### config.mk
export PLATFORM = sky130hd
export DESIGN_NAME = my_decoder
export DESIGN_NICKNAME = d
export VERILOG_FILES = /design/src/rtl/link_rx_checker.sv
export SDC_FILE = /design/constraint.sdc
export NUM_CORES = 1
export LEC_CHECK = 0
export CAP_MARGIN = 10
export CORE_UTILIZATION = 31
export DETAILED_ROUTE_END_ITERATION = 16
export GPL_TIMING_DRIVEN = 0
export PLACE_DENSITY = 0.81
export RECOVER_POWER = 100
export SYNTH_ARGS = -nofsm -noshare
export SYNTH_HDL_FRONTEND = slang
export SYNTH_SLANG_ARGS = --single-unit
### constraint.sdc
create_clock -name vclk -period 0.99
set_input_delay 0.198 -clock vclk [all_inputs]
set_output_delay 0.198 -clock vclk [all_outputs]
set_load 0.1 [all_outputs]
### src/rtl/link_rx_checker.sv
// Receive-side link checker: decodes {X, INV1} bus words, compares them against a buffered
// expected stream and reports run statistics. Define RX_TOGGLE_CNT_EN to enable bus toggle counting.

// Segment-invert decoder: payload bit b belongs to segment b/A, which is inverted by
// INV1[(b/A) % (M-1)] XOR the global invert INV1[M-1]. INV1 == 0 is the identity.
module my_decoder #(
  parameter int M = 5,
  parameter int k = 32,
  parameter int A = 8
) (
  input  logic [k+M-1:0] code_in,
  output logic [k-1:0]   data_out
);
  logic [M-1:0] inv;
  assign inv = code_in[M-1:0];

  always_comb begin
    data_out = code_in[k+M-1:M];
    for (int unsigned b = 0; b < k; b++) begin
      data_out[b] = code_in[M+b] ^ inv[(b / A) % (M - 1)] ^ inv[M-1];
    end
  end
endmodule

==> summary.md <==
| Metric | Value |
|---|---|
| Area share of the largest cell type after synthesis | 0.868 |
| Syn Nets | 76 |
| Drt wl/cell | 18.4 um |
| Crit share post-route | 1.34 |
| P_leak | 1.12 nW |
| Unrepaired setup endpoints after global routing | yes |
| Setup violations, final | 32 |
| Port Buf Inserts | 65 |
| Gr usage total | 0.180 |
| HPWL after DPL | 1530 um |
| First-pass GRT wire length | 3550 um |
| Vias after detailed routing | 653 |
| Area Overhead vs Synth | 152% |
| CP Max Fanout | 1 |
| Worst path max stage delay | 0.53 ns |
| Data required time at the worst endpoint | 0.79 ns |
| Nets | 155 |
| Tightest Pin Transition | 0.110 ns |
| Fmax | 753 MHz |
| Synth area leaders | xor3_1 87%, xor3_4 6.7%, buf_6 4.1% |
| Cells after Synth | 39 |
| Hold WC Path Type | in -> out |
| Crit-path slowest cell | xor3_4 |
| Crit. End Element | primary output |
| Final cell utilization of the core | 0.830 |
| Antenna violations before repair | 0 |
| Placer Congestion | 0.656 |
| Critical Path Start | code_in[32] |
| # diodes | 0 |
| Starting Density | 0.329 |
| Row cnt | 18 |
| Cell count along the critical path | 3 |
| Post-Syn Area | 822 um^2 |
| Slew Limit Fails | 0 |
| P per Cell Area | 1580 nW/um^2 |
| Yosys warning count | 0 |
| Seq/Total Area, Yosys | 0 |
| Final hold vios | 0 |
| Pre-CTS setup slack | -1.76 ns |
| DRC marker count from the first detailed-route iteration | 12 |
| Die X | 53.5 um |
| IO Count | 69 |
| CP Buf/Inv Count | 2 |
| Commonest non-fill, non-tap cells in the layout | 38 x buf_12, 32 x xor3_4, 18 x clkbuf_2, 9 x clkdlybuf4s15_1, 8 x buf_6 |
| Synth Area per Inst | 21.1 um^2 |
| Worst Setup EP | data_out[27] |
| CLK BUF | 0 |
| Peak supply drop | 1.52 mV |
| Die ar. | 2860 um^2 |
| Fillcell total | 115 |
| CP startpoint kind | primary input |
| DRT antenna net count | 0 |
| Max-cap violations | 0 |
| Vias per cell | 4.47 |
| Seq. cell area | 0 um^2 |
| Area leader, netlist | xor3_1 |
| Family with the most delay on the worst path | XOR/XNOR gates |
| Crit path DAT | 1.13 ns |
| Residual DRC count | 0 |
| Failing checks | negative setup slack |
| Hold_ws | 0.912 ns |
| First-pass iteration count of the detailed router | 4 |
| Multi-input gate area | 881 um^2 |
| Number of sequential cells | 0 |
| Minimum clock period | 1.33 ns |
| Vias in the first global route | 656 |
| Worst path cell trace | clkdlybuf4s15_1 > xor3_4 > buf_12 |
| Largest net degree at the start of global routing | 11 |
| Outcome | finished, violations left |
| Setup Crit Path Kind | in -> out |
| Relative slew slack | 0.927 |
| Share of cells above drive strength 1 | 0.905 |
| Synth unique cells | 5 |
| Commonest non-fill, non-tap cell in the layout | buf_12 |
| Setup ws final | -0.338 ns |
| Placeable Area | 2500 um^2 |
| Total grt overflow | 0 |
| Die height | 53.5 um |
| Drt total wl | 2690 um |
## layer usage
layer / vias up / part of all wire / track usage
met5: - / 0 / 0
met4: 0 / 0.028 / 0.00877
met3: 6 / 0.12 / 0.0489
met2: 49 / 0.53 / 0.356
met1: 301 / 0.32 / 0.192
li1: 297 / - / -
## how the worst min path moves through the flow
stage                      from           end  slack (ns)  cells after the start
finish              code_in[14]   data_out[9]        0.91                      3
global placement     code_in[3]  data_out[28]        1.82                      3
floorplan            code_in[5]   data_out[0]        0.86                      1
CTS                  code_in[4]   data_out[3]        0.99                      3
global route        code_in[36]  data_out[31]        0.92                      3
detailed placement   code_in[3]  data_out[30]        1.82                      3
## per-stage QoR
stage          instances  TNS, ns  instance area, um^2  power, mW
3_3_place_gp         134   -54.73                 1640       2.63
2_1_floorplan         39    -5.57                  951       2.11
6_report             146    -7.84                 2070       3.27
5_1_grt              146    -8.33                 2070       3.33
3_5_place_dp         134   -55.50                 1640       2.64
4_1_cts              137   -10.71                 1990       3.21
## area by class of cell
class	count	area share
plain buffers	5	0.0483
multi-input cells	32	0.425
well taps	30	0.0181
repair buffers	79	0.509
## report_power, final
part / leakage (nW) / internal [mW] / switching (mW) / total [mW]
clock network: 0 / 0 / 0 / 0
logic: 1.12 / 1.38 / 1.89 / 3.27
registers: 0 / 0 / 0 / 0
## worst min-delay path: stages
cell and delay, ns:
buf_6 0.06, xor3_4 0.28, buf_12 0.17
## cell usage after synthesis
cell / n
xor3_4: 2
buf_2: 2
buf_6: 3
clkbuf_2: 2
xor3_1: 30
## cells by family after synthesis
logic type             count (synthesis)  synth area share
buffers and inverters                  7            0.0654
XOR/XNOR                              32             0.935
## timing repair
action | in CTS | in global routing
gates cloned | 2 | 0
pin swaps | 32 | 31
hold buffers | 0 | 0
endpoints found under the setup margin | 32 | 32
gates resized for setup | 331 | 78
buffers inserted | 1 | 11
endpoints found under the hold margin | 0 | 0
(Power assumes the default switching activity.)
